==> config.mk <==
export PLATFORM = sky130hd
export DESIGN_NAME = snn_ternary_layer
export DESIGN_NICKNAME = d
export VERILOG_FILES = /design/src/rtl/snn_ternary_layer.sv
export SDC_FILE = /design/constraint.sdc
export NUM_CORES = 1
export LEC_CHECK = 0
export ABC_CLOCK_PERIOD_IN_PS = 9700
export BUFFER_PORTS_ARGS = -buffer_cell sky130_fd_sc_hd__buf_2
export CAP_MARGIN = 20
export CORE_MARGIN = 1.5
export CORE_UTILIZATION = 45
export DETAILED_ROUTE_END_ITERATION = 6
export SYNTH_ARGS = -nofsm -noshare
export SYNTH_HDL_FRONTEND = slang
export SYNTH_SLANG_ARGS = --single-unit
==> constraint.sdc <==
create_clock -name clk -period 9.7 [get_ports clk]
set_clock_uncertainty 0.15 [all_clocks]
set_input_delay 1.94 -clock clk [delete_from_list [all_inputs] [get_ports clk]]
set_output_delay 1.94 -clock clk [all_outputs]
set_load 0.05 [all_outputs]
==> src/rtl/snn_ternary_layer.sv <==
// Time-multiplexed ternary-weight leaky integrate-and-fire layer: one neuron updated per cycle
// per accepted timestep, with a weight-write port and ready/valid step handshakes.
module snn_ternary_layer #(
  parameter int N_IN            = 4,
  parameter int N_OUT           = 4,
  parameter int POTENTIAL_WIDTH = 8,
  parameter int THRESHOLD       = 3,
  parameter int LEAK            = 0,
  parameter int REFRACTORY      = 0,
  parameter int REF_W           = 4
) (
  input  logic                     clk,
  input  logic                     rst_n,
  input  logic                     step_valid,
  output logic                     step_ready,
  input  logic [N_IN-1:0]          spike_in,
  output logic                     out_valid,
  input  logic                     out_ready,
  output logic [N_OUT-1:0]         spike_out,
  input  logic                     wr_en,
  input  logic [$clog2(N_OUT)-1:0] wr_neuron,
  input  logic [$clog2(N_IN)-1:0]  wr_input,
  input  logic [1:0]               wr_weight,
  output logic                     wr_err,
  input  logic                     clear,
  output logic                     busy
);
  localparam int KW   = $clog2(N_OUT);
  localparam int PW   = POTENTIAL_WIDTH;
  localparam int SW   = POTENTIAL_WIDTH + $clog2(N_IN + 1) + 1;
  localparam int VMAX = 2 ** (PW - 1) - 1;

  typedef enum logic [1:0] {StIdle, StScan, StDone} state_e;

  state_e                  state_q, state_d;
  logic [KW-1:0]           k_q, k_d;
  logic [N_IN-1:0]         in_q, in_d;
  logic [N_OUT-1:0]        spk_q, spk_d;
  logic                    wr_err_q, wr_err_d;
  logic [N_IN-1:0][1:0]    w_q [N_OUT];
  logic [N_IN-1:0][1:0]    w_d [N_OUT];
  logic signed [PW-1:0]    v_q [N_OUT];
  logic signed [PW-1:0]    v_d [N_OUT];
  logic [REF_W-1:0]        ref_q [N_OUT];
  logic [REF_W-1:0]        ref_d [N_OUT];

  logic signed [SW-1:0]    row_sum;
  logic signed [SW-1:0]    sum_next;
  logic signed [PW-1:0]    v_new;
  logic                    fire;
  logic                    wr_ok;

  // Datapath for the neuron currently selected by k_q; reserved code 10 counts as zero.
  always_comb begin
    row_sum = '0;
    for (int i = 0; i < N_IN; i++) begin
      if (in_q[i]) begin
        case (w_q[k_q][i])
          2'b01:   row_sum = row_sum + SW'(1);
          2'b11:   row_sum = row_sum - SW'(1);
          default: ;
        endcase
      end
    end
    sum_next = SW'(v_q[k_q]) + row_sum - SW'(LEAK);
    if (sum_next[SW-1]) begin
      v_new = '0;
    end else if (sum_next > SW'(VMAX)) begin
      v_new = PW'(VMAX);
    end else begin
      v_new = sum_next[PW-1:0];
    end
    fire = (v_new >= PW'(THRESHOLD));
  end

  always_comb begin
    state_d = state_q;
    k_d     = k_q;
    in_d    = in_q;
    spk_d   = spk_q;
    w_d     = w_q;
    v_d     = v_q;
    ref_d   = ref_q;

    wr_ok    = wr_en && (state_q == StIdle) && (32'(wr_neuron) < N_OUT) && (32'(wr_input) < N_IN);
    wr_err_d = wr_en && !wr_ok;
    if (wr_ok) begin
      w_d[wr_neuron][wr_input] = wr_weight;
    end

    unique case (state_q)
      StIdle: begin
        if (clear) begin
          v_d   = '{default: '0};
          ref_d = '{default: '0};
        end else if (step_valid) begin
          in_d    = spike_in;
          k_d     = '0;
          spk_d   = '0;
          state_d = StScan;
        end
      end
      StScan: begin
        if (ref_q[k_q] != '0) begin
          ref_d[k_q] = ref_q[k_q] - REF_W'(1);
          v_d[k_q]   = '0;
        end else if (fire) begin
          spk_d[k_q] = 1'b1;
          v_d[k_q]   = '0;
          ref_d[k_q] = REF_W'(REFRACTORY);
        end else begin
          v_d[k_q] = v_new;
        end
        if (k_q == KW'(N_OUT - 1)) begin
          state_d = StDone;
        end else begin
          k_d = k_q + KW'(1);
        end
      end
      StDone: begin
        if (out_ready) begin
          state_d = StIdle;
        end
      end
      default: state_d = StIdle;
    endcase
  end

  always_ff @(posedge clk or negedge rst_n) begin
    if (!rst_n) begin
      state_q  <= StIdle;
      k_q      <= '0;
      in_q     <= '0;
      spk_q    <= '0;
      wr_err_q <= 1'b0;
      w_q      <= '{default: '0};
      v_q      <= '{default: '0};
      ref_q    <= '{default: '0};
    end else begin
      state_q  <= state_d;
      k_q      <= k_d;
      in_q     <= in_d;
      spk_q    <= spk_d;
      wr_err_q <= wr_err_d;
      w_q      <= w_d;
      v_q      <= v_d;
      ref_q    <= ref_d;
    end
  end

  assign step_ready = (state_q == StIdle);
  assign busy       = (state_q != StIdle);
  assign out_valid  = (state_q == StDone);
  assign spike_out  = spk_q;
  assign wr_err     = wr_err_q;

endmodule
==> results of run 1 <==
state kept, by name (all words and copies together) (netlist names):
name       cells
v_q           32
w_q           32
ref_q         16
in_q           4
spike_out      4
k_q            2
state_q        2
wr_err         1
path summary, 6_finish.rpt:
kind                                           from                   end  slack (ps)  cells after the start
worst min register to register  v_q[14]$_DFFE_PN0P_   v_q[14]$_DFFE_PN0P_         330                      1
worst max register to register   k_q[1]$_DFFE_PN0P_  ref_q[7]$_DFFE_PN0P_        1450                     36
worst max-delay path             k_q[1]$_DFFE_PN0P_  ref_q[7]$_DFFE_PN0P_        1450                     36
max in group asynchronous                     rst_n    w_q[2]$_DFFE_PN0P_        7180                      3
worst min-delay path            v_q[14]$_DFFE_PN0P_   v_q[14]$_DFFE_PN0P_         330                      1
min in group asynchronous                     rst_n   v_q[19]$_DFFE_PN0P_        1300                      1
kinds of logic after synthesis:
| logic type | after synthesis |
|---|---|
| AND/OR/NAND/NOR | 193 |
| flip-flops | 93 |
| buffers and inverters | 54 |
| XOR/XNOR | 25 |
| adder cells (fa/ha/maj) | 46 |
| multiplexers | 70 |
| AO/OA/AOI/OAI | 140 |
layer usage:
metal	track usage (%)	part of all wire (%)
met3	4.28	4.2
met5	0	0
met2	33.6	47
met4	3.31	0.62
met1	29.3	48
power groups by stage:
| stage | registers [W] | clock network (W) | logic [W] |
|---|---|---|---|
| 5_1_grt | 0.000615 | 0.000396 | 0.00169 |
| 2_1_floorplan | 0.000589 | 0 | 0.00118 |
| 3_5_place_dp | 0.000607 | 0 | 0.00151 |
| 3_3_place_gp | 0.000604 | 0 | 0.00148 |
| 6_report | 0.000601 | 0.000373 | 0.00152 |
| 4_1_cts | 0.000600 | 0.000382 | 0.00151 |
metrics by stage:
stage | worst slack, ps | util, % | power, W | std cells | hold slack [ps]
3_5_place_dp | 1510 | 48.8 | 0.00211 | 804 | 318
6_report | 1450 | 51.3 | 0.00249 | 822 | 332
4_1_cts | 1480 | 51.1 | 0.00250 | 820 | 335
2_1_floorplan | 1730 | - | 0.00177 | 621 | 298
5_1_grt | 865 | 51.3 | 0.00270 | 821 | 344
3_3_place_gp | 1710 | 48.8 | 0.00209 | 804 | 314
area by class of cell:
type	instances	area (um^2)
inverters	34	128
clock inverters	5	85.1
repair buffers	28	175
clock buffers	11	233
flip-flops and latches	93	2330
diodes	1	2.50
multi-input cells	474	3740
well taps	176	220
fillers	1247	6550
Yosys cell counts, types with 2 or more instances:
library cell	n
dfrtp_1	93
nand2_1	56
nor2_1	45
mux2_2	43
ha_1	37
inv_1	34
a21oi_1	32
o21ai_0	27
and2_1	21
mux4_2	17
nor2b_1	17
a21o_1	15
clkbuf_1	14
a22o_1	13
xor2_1	13
nand2b_1	12
o21ai_1	12
mux2i_1	10
nand3_1	10
nor3_1	10
xnor2_1	10
fa_1	9
o21a_1	7
nand4_1	6
a32oi_1	5
nor3b_1	4
o2bb2ai_1	4
a211o_1	3
a21boi_0	3
and3_1	3
o211ai_1	3
or3_1	3
a211oi_1	2
buf_1	2
buf_4	2
nand3b_1	2
o21bai_1	2
o31ai_1	2
xnor3_1	2
==> flow_summary.json, run 1 <==
{
  "clock_latency_ps": 340,
  "synth.distinct_cells": 55,
  "ys_ff_latch": 93,
  "dp_hpwl_um": 10400,
  "worst_hold_path_type": "reg2reg",
  "switching_power_w": 0.00115,
  "synth_top_family_by_area": "multiplexers",
  "yosys-top-cells-area": "dfrtp_1 37%, mux2_2 7.7%, ha_1 7.4%, mux4_2 6.1%, nand2_1 3.3%",
  "seq_area_frac_synth_pct": 37.0,
  "maxCapViolCount": 0,
  "setup_viol": 0,
  "clockBufferDepth": 2,
  "start_util_pct": 46.7,
  "synthXorXnorAreaFrac_pct": 3.92,
  "track_usage_pct": 20.7,
  "wl_per_cell_um": 17.0,
  "holdBufCountCts": 0,
  "die_h_um": 121,
  "final.setup.tns_ps": 0,
  "async_flop_share_pct": 100,
  "cpLargestDelayFamily": "compound AO/OA/AOI/OAI gates",
  "core_area_um2": 13500,
  "synth_compound_area_share_pct": 14.8,
  "mostFrequentLayoutCells": "93 x dfrtp_1, 56 x nand2_1, 45 x nor2_1",
  "finalCriticalPeriod_ps": 8250,
  "max_stage_delay_ps": 470,
  "path_class": "reg2reg",
  "irDropWorstVdd_mv": 0.208,
  "cts_sinks": 93,
  "cellPowerDensity_nw_per_um2": 361,
  "end_kind": "register",
  "ios": 24,
  "tritoncts": "done",
  "drt_wl_total_um": 14000,
  "slowest_stage": "dfrtp_1",
  "combPwrFrac_pct": 60.9,
  "root_buffer": "clkbuf_16",
  "grt_pass1_vias": 4814,
  "synth_area_um2": 6280,
  "cts_setup_buffers": 0,
  "p_clk_share_pct": 15.0,
  "h-tree-depth": 3,
  "worstPathRequired_ps": 9770,
  "vias_per_cell": 5.70,
  "drcViolationCount": 0,
  "vias": 4684,
  "synthFlopType": "dfrtp_1",
  "cp_max_fo": 24,
  "synth_fa_ha_area_share_pct": 10.2,
  "period_share_pct": 85.1,
  "seqPwrFrac_pct": 24.1,
  "ys_warn_count": 0,
  "die-area_um2": 14700,
  "gp_congestion": 0.887,
  "yosysTopAreaCell": "dfrtp_1",
  "cp.arrival_ps": 8330,
  "clkTransAtPathRegs_ps": 60,
  "design_area_um2": 6910,
  "final_layout_size_suffix_gt1_share_pct": 16.4,
  "yosys.area.top_type_share_pct": 37.0,
  "worstMarginPinSlew_ps": 659,
  "grt_max_degree": 80,
  "hold_viol_final": 0,
  "overflow": 0,
  "nNetsFinal": 702,
  "place_area_um2": 6560,
  "synth_mux_area_share_pct": 15.4,
  "yosys.area_share.simple_pct": 15.1,
  "rsz0062_at_grt": "false",
  "sw_frac_of_total_pct": 46.1,
  "worstSetupStartpointType": "register",
  "layout_commonest_cell": "dfrtp_1",
  "antenna_found_initial": 1,
  "cts_resized": 0,
  "p_int_w": 0.00134,
  "synth_edf_count": 0,
  "syn_to_final_growth_pct": 9.94,
  "grt_pass1_wl_um": 24000,
  "ant_nets": 0,
  "crit_buf_inv": 4,
  "fmax_ghz": 0.121,
  "die_w_um": 121,
  "leakage_nw": 3.32,
  "drtIter0Drc": 307,
  "first_pass_iters": 5,
  "core.rowCount": 42,
  "port-buffer-count": 23,
  "synth.avg_cell_area_um2": 10.1,
  "maxSlewHeadroom_pct": 56.1,
  "slew_viol_final": 0,
  "syn_inst": 621,
  "status": "finished, final reports clean",
  "syn_nets": 683,
  "cts_buffers": 9
}
Note: power is estimated with default switching activity, not from simulation.
==> run 2, diff against run 1 <==
--- a/config.mk
+++ b/config.mk
@@ -8,9 +8,12 @@
 export ABC_CLOCK_PERIOD_IN_PS = 9700
 export BUFFER_PORTS_ARGS = -buffer_cell sky130_fd_sc_hd__buf_2
 export CAP_MARGIN = 20
+export CELL_PAD_IN_SITES_DETAIL_PLACEMENT = 0
+export CELL_PAD_IN_SITES_GLOBAL_PLACEMENT = 1
 export CORE_MARGIN = 1.5
 export CORE_UTILIZATION = 45
 export DETAILED_ROUTE_END_ITERATION = 6
+export PLACE_DENSITY_LB_ADDON = 0.1
 export SYNTH_ARGS = -nofsm -noshare
 export SYNTH_HDL_FRONTEND = slang
 export SYNTH_SLANG_ARGS = --single-unit
==> flow_summary.json, run 2 (same netlist as run 1, synthesis figures left out) <==
{
  "cellPowerDensity_nw_per_um2": 365,
  "die_w_um": 121,
  "path_class": "reg2reg",
  "syn_to_final_growth_pct": 9.38,
  "switching_power_w": 0.00118,
  "first_pass_iters": 5,
  "largest_registers": "v_q x32, w_q x32, ref_q x16",
  "layout_commonest_cell": "dfrtp_1",
  "r2r-end": "ref_q[10]$_DFFE_PN0P_",
  "vias_per_cell": 5.67,
  "worst-path-stages": 36,
  "dp_hpwl_um": 10500,
  "reg2reg_depth": 36,
  "end_kind": "register",
  "grt_pass1_vias": 4637,
  "final_layout_size_suffix_gt1_share_pct": 16.6,
  "final_util_pct": 51.1,
  "gp_congestion": 0.835,
  "ant_nets": 0,
  "drtIter0Drc": 226,
  "status": "finished, final reports clean",
  "grt_max_degree": 54,
  "antenna_found_initial": 0,
  "vias": 4649,
  "cts_sinks": 93,
  "worstMarginPinSlew_ps": 712,
  "holdBufCountCts": 0,
  "track_usage_pct": 21.0,
  "seqPwrFrac_pct": 24.5,
  "cp.arrival_ps": 8450,
  "p_int_w": 0.00132,
  "tritoncts": "done",
  "sw_frac_of_total_pct": 47.2,
  "cts_buffers": 9,
  "min_path_cells": 1,
  "p_total_w": 0.00251,
  "final.setup.tns_ps": 0,
  "finalCriticalPeriod_ps": 8380,
  "h-tree-depth": 3,
  "core_area_um2": 13500,
  "clockBufferDepth": 2,
  "drcViolationCount": 0,
  "die-area_um2": 14700,
  "grt_pass1_wl_um": 24000,
  "ios": 24,
  "critPathLaunch": "k_q[1]$_DFFE_PN0P_",
  "drt_wl_total_um": 14300,
  "worstSetupStartpointType": "register",
  "cts_resized": 0,
  "cpLargestDelayFamily": "compound AO/OA/AOI/OAI gates",
  "die_h_um": 121,
  "cp_max_fo": 23,
  "slowest_stage": "dfrtp_1",
  "rsz0062_at_grt": "false",
  "clock_latency_ps": 350,
  "crit_buf_inv": 4,
  "setup_viol": 0,
  "leakage_nw": 3.31,
  "irDropWorstVdd_mv": 0.167,
  "overflow": 0,
  "cts_setup_buffers": 0,
  "worstPathRequired_ps": 9770,
  "nNetsFinal": 701,
  "setup.worst_path.end": "ref_q[10]$_DFFE_PN0P_",
  "fill_cells": 1260,
  "clkTransAtPathRegs_ps": 70,
  "worst_hold_path_type": "reg2reg",
  "root_buffer": "clkbuf_16",
  "port-buffer-count": 23,
  "maxSlewHeadroom_pct": 52.5,
  "reg2reg_from": "k_q[1]$_DFFE_PN0P_",
  "slew_viol_final": 0,
  "diodes": 0,
  "core.rowCount": 42,
  "hold_viol_final": 0,
  "rrSetupSlack_ps": 1320,
  "mostFrequentLayoutCells": "93 x dfrtp_1, 56 x nand2_1, 45 x nor2_1",
  "start_util_pct": 46.7,
  "fmax_ghz": 0.119,
  "combPwrFrac_pct": 60.7,
  "p_clk_share_pct": 14.8,
  "period_share_pct": 86.4,
  "maxCapViolCount": 0,
  "wl_per_cell_um": 17.4,
  "max_stage_delay_ps": 510
}
[run 2: worst reg2reg max path: cells and delay by family (launching register included)]
kind                       cells  cell delay [ps]
adders and majority gates      6             2210
AOI/OAI and AO/OA             15             2750
xor gates and xnor gates       4              870
and+or+nand+nor                6              740
muxes                          1              260
DFF                            1              510
buffers and inverters          4              770
[run 2: layout make-up]
cell class | instances | area, um^2 | share of cell area [%]
Inverter | 34 | 128 | 1.86
Timing Repair Buffer | 27 | 148 | 2.15
Multi-Input combinational cell | 474 | 3740 | 54.4
Sequential cell | 93 | 2330 | 33.9
Clock inverter | 7 | 87.6 | 1.27
Tap cell | 176 | 220 | 3.20
Clock buffer | 9 | 225 | 3.28
[run 2: routing by layer]
| layer | GRT usage (%) | part of all wire (%) | vias to the layer above |
|---|---|---|---|
| li1 | - | - | 2261 |
| met1 | 30.6 | 51 | 2295 |
| met2 | 32.9 | 45 | 79 |
| met3 | 2.96 | 2.9 | 14 |
| met4 | 5.88 | 1.3 | 0 |
| met5 | 0 | 0 | - |
[run 2: worst min path at each step]
stage,to,startpoint,slack (ps)
6_report,v_q[12]$_DFFE_PN0P_,v_q[12]$_DFFE_PN0P_,330
5_1_grt,v_q[27]$_DFFE_PN0P_,v_q[27]$_DFFE_PN0P_,350
4_1_cts,v_q[12]$_DFFE_PN0P_,v_q[12]$_DFFE_PN0P_,340
3_5_place_dp,v_q[12]$_DFFE_PN0P_,v_q[12]$_DFFE_PN0P_,320
3_3_place_gp,v_q[22]$_DFFE_PN0P_,v_q[22]$_DFFE_PN0P_,310
2_1_floorplan,v_q[10]$_DFFE_PN0P_,v_q[10]$_DFFE_PN0P_,300
[run 2: power by group through the flow]
stage / Sequential [W] / Combinational (W) / Clock (W)
after global placement: 0.000617 / 0.00150 / 0
after detailed placement: 0.000620 / 0.00151 / 0
after CTS: 0.000613 / 0.00152 / 0.000380
after global routing: 0.000628 / 0.00170 / 0.000399
final: 0.000613 / 0.00152 / 0.000371
after floorplan: 0.000589 / 0.00118 / 0
[run 2: stage by stage]
step / instances / setup slack, ps / area (um^2) / hold WS, ps
floorplan: 621 / 1730 / 6280 / 298
global placement: 804 / 1680 / 6560 / 313
detailed placement: 804 / 1400 / 6560 / 316
CTS: 820 / 1370 / 6870 / 337
global route: 820 / 659 / 6870 / 350
finish: 820 / 1320 / 6870 / 332
==> run 3, diff against run 2 <==
--- a/config.mk
+++ b/config.mk
@@ -10,9 +10,9 @@
 export CAP_MARGIN = 20
 export CELL_PAD_IN_SITES_DETAIL_PLACEMENT = 0
 export CELL_PAD_IN_SITES_GLOBAL_PLACEMENT = 1
-export CORE_MARGIN = 1.5
 export CORE_UTILIZATION = 45
 export DETAILED_ROUTE_END_ITERATION = 6
+export GPL_TIMING_DRIVEN = 0
 export PLACE_DENSITY_LB_ADDON = 0.1
 export SYNTH_ARGS = -nofsm -noshare
 export SYNTH_HDL_FRONTEND = slang
==> flow_summary.json, run 3 (same netlist as run 1, synthesis figures left out) <==
{
  "status": "finished, final reports clean",
  "path_class": "reg2reg",
  "dp_hpwl_um": 10800,
  "slowest_stage": "buf_2",
  "tritoncts": "done",
  "design_area_um2": 6930,
  "cts_sinks": 93,
  "largest_registers": "v_q x32, w_q x32, ref_q x16",
  "hold_viol_final": 0,
  "end_kind": "register",
  "finalCriticalPeriod_ps": 8840,
  "layout_commonest_cell": "dfrtp_1",
  "clockBufferDepth": 2,
  "worstPathRequired_ps": 9830,
  "root_buffer": "clkbuf_16",
  "final.setup.tns_ps": 0,
  "critPathLaunch": "k_q[1]$_DFFE_PN0P_",
  "mostFrequentLayoutCells": "93 x dfrtp_1, 56 x nand2_1, 45 x nor2_1",
  "setup_viol": 0,
  "cellPowerDensity_nw_per_um2": 359,
  "antenna_found_initial": 0,
  "min_from": "v_q[21]$_DFFE_PN0P_",
  "grt_pass1_wl_um": 24400,
  "overflow": 0,
  "maxCapViolCount": 0,
  "drcViolationCount": 0,
  "place_area_um2": 6640,
  "syn_to_final_growth_pct": 10.2,
  "diodes": 0,
  "h-tree-depth": 3,
  "gp_congestion": 0.813,
  "track_usage_pct": 21.7,
  "die_w_um": 120,
  "irDropWorstVdd_mv": 0.157,
  "clkTransAtPathRegs_ps": 80,
  "drt_wl_total_um": 14100,
  "period_share_pct": 91.2,
  "max_stage_delay_ps": 460,
  "fmax_ghz": 0.113,
  "leakage_nw": 3.32,
  "rsz0062_at_grt": "false",
  "holdBufCountCts": 0,
  "cp.arrival_ps": 8980,
  "port-buffer-count": 21,
  "dp.cells": 819,
  "first_pass_iters": 5,
  "grt_pass1_vias": 4804,
  "worstSetupStartpointType": "register",
  "core_area_um2": 13500,
  "vias_per_cell": 5.51,
  "ant_nets": 0,
  "cts_resized": 0,
  "worst_hold_path_type": "reg2reg",
  "nNetsFinal": 715,
  "slew_viol_final": 0,
  "ios": 24,
  "cts_setup_buffers": 0,
  "start_util_pct": 46.7,
  "worstMarginPinSlew_ps": 691,
  "stdcell_count": 834,
  "cts_buffers": 9,
  "reg2reg_from": "k_q[1]$_DFFE_PN0P_",
  "drtIter0Drc": 226,
  "core.rowCount": 42,
  "die_h_um": 120,
  "final_layout_size_suffix_gt1_share_pct": 16.3,
  "clock_latency_ps": 350,
  "die-area_um2": 14400,
  "vias": 4599,
  "grt_max_degree": 53,
  "maxSlewHeadroom_pct": 53.4,
  "fill_cells": 1247,
  "wl_per_cell_um": 16.9,
  "cp_max_fo": 19
}
run 3: final cells by class:
type | instances | area (um^2) | area share, %
multi-input cells | 474 | 3740 | 53.9
flip-flops and latches | 93 | 2330 | 33.6
clock buffers | 9 | 225 | 3.25
well taps | 176 | 220 | 3.18
repair buffers | 23 | 140 | 2.02
inverters | 34 | 128 | 1.84
plain buffers | 18 | 83.8 | 1.21
clock inverters | 7 | 65.1 | 0.939
run 3: worst paths after layout:
kind	endpoint	slack [ps]	cells after the start
setup / recovery	spike_out[1]$_DFFE_PN0P_	860	37
hold / removal	v_q[21]$_DFFE_PN0P_	330	1
setup reg to reg	spike_out[1]$_DFFE_PN0P_	860	37
hold reg to reg	v_q[21]$_DFFE_PN0P_	330	1
max in group asynchronous	in_q[2]$_DFFE_PN0P_	7320	2
min in group asynchronous	ref_q[8]$_DFFE_PN0P_	1430	1
run 3: per-stage QoR:
step                setup WS (ps)  total power (W)  utilization [%]  hold WS (ps)
CTS                           303          0.00250             51.5           338
global route                 82.6          0.00271             51.5           345
finish                        856          0.00248             51.5           332
detailed placement            310          0.00214             49.3           318
floorplan                    1730          0.00177                -           298
global placement              363          0.00211             49.1           313
run 3: worst max-delay path, delay by kind of cell, from the launching register on:
kind,cells,cell delay (ps)
buf+inv,5,1100
simple gates,7,940
compound gates,14,2830
flops,1,380
mux,1,270
fa+ha+maj,6,2230
xor+xnor,4,870
run 3: metal layers:
metal  global-route usage [%]  share of wire, %  vias up
li1                         -                 -     2287
met1                     31.1                50     2241
met2                     34.6                47       61
met3                     2.71               2.3       10
met4                     5.78              0.73        0
met5                        0                 0        -
run 3: power by group:
group / switching [W] / internal, W / total [W]
clock network: 0.000167 / 0.000180 / 0.000347
registers: 0.0000729 / 0.000511 / 0.000584
logic: 0.000938 / 0.000614 / 0.00155
total: 0.00118 / 0.00131 / 0.00248
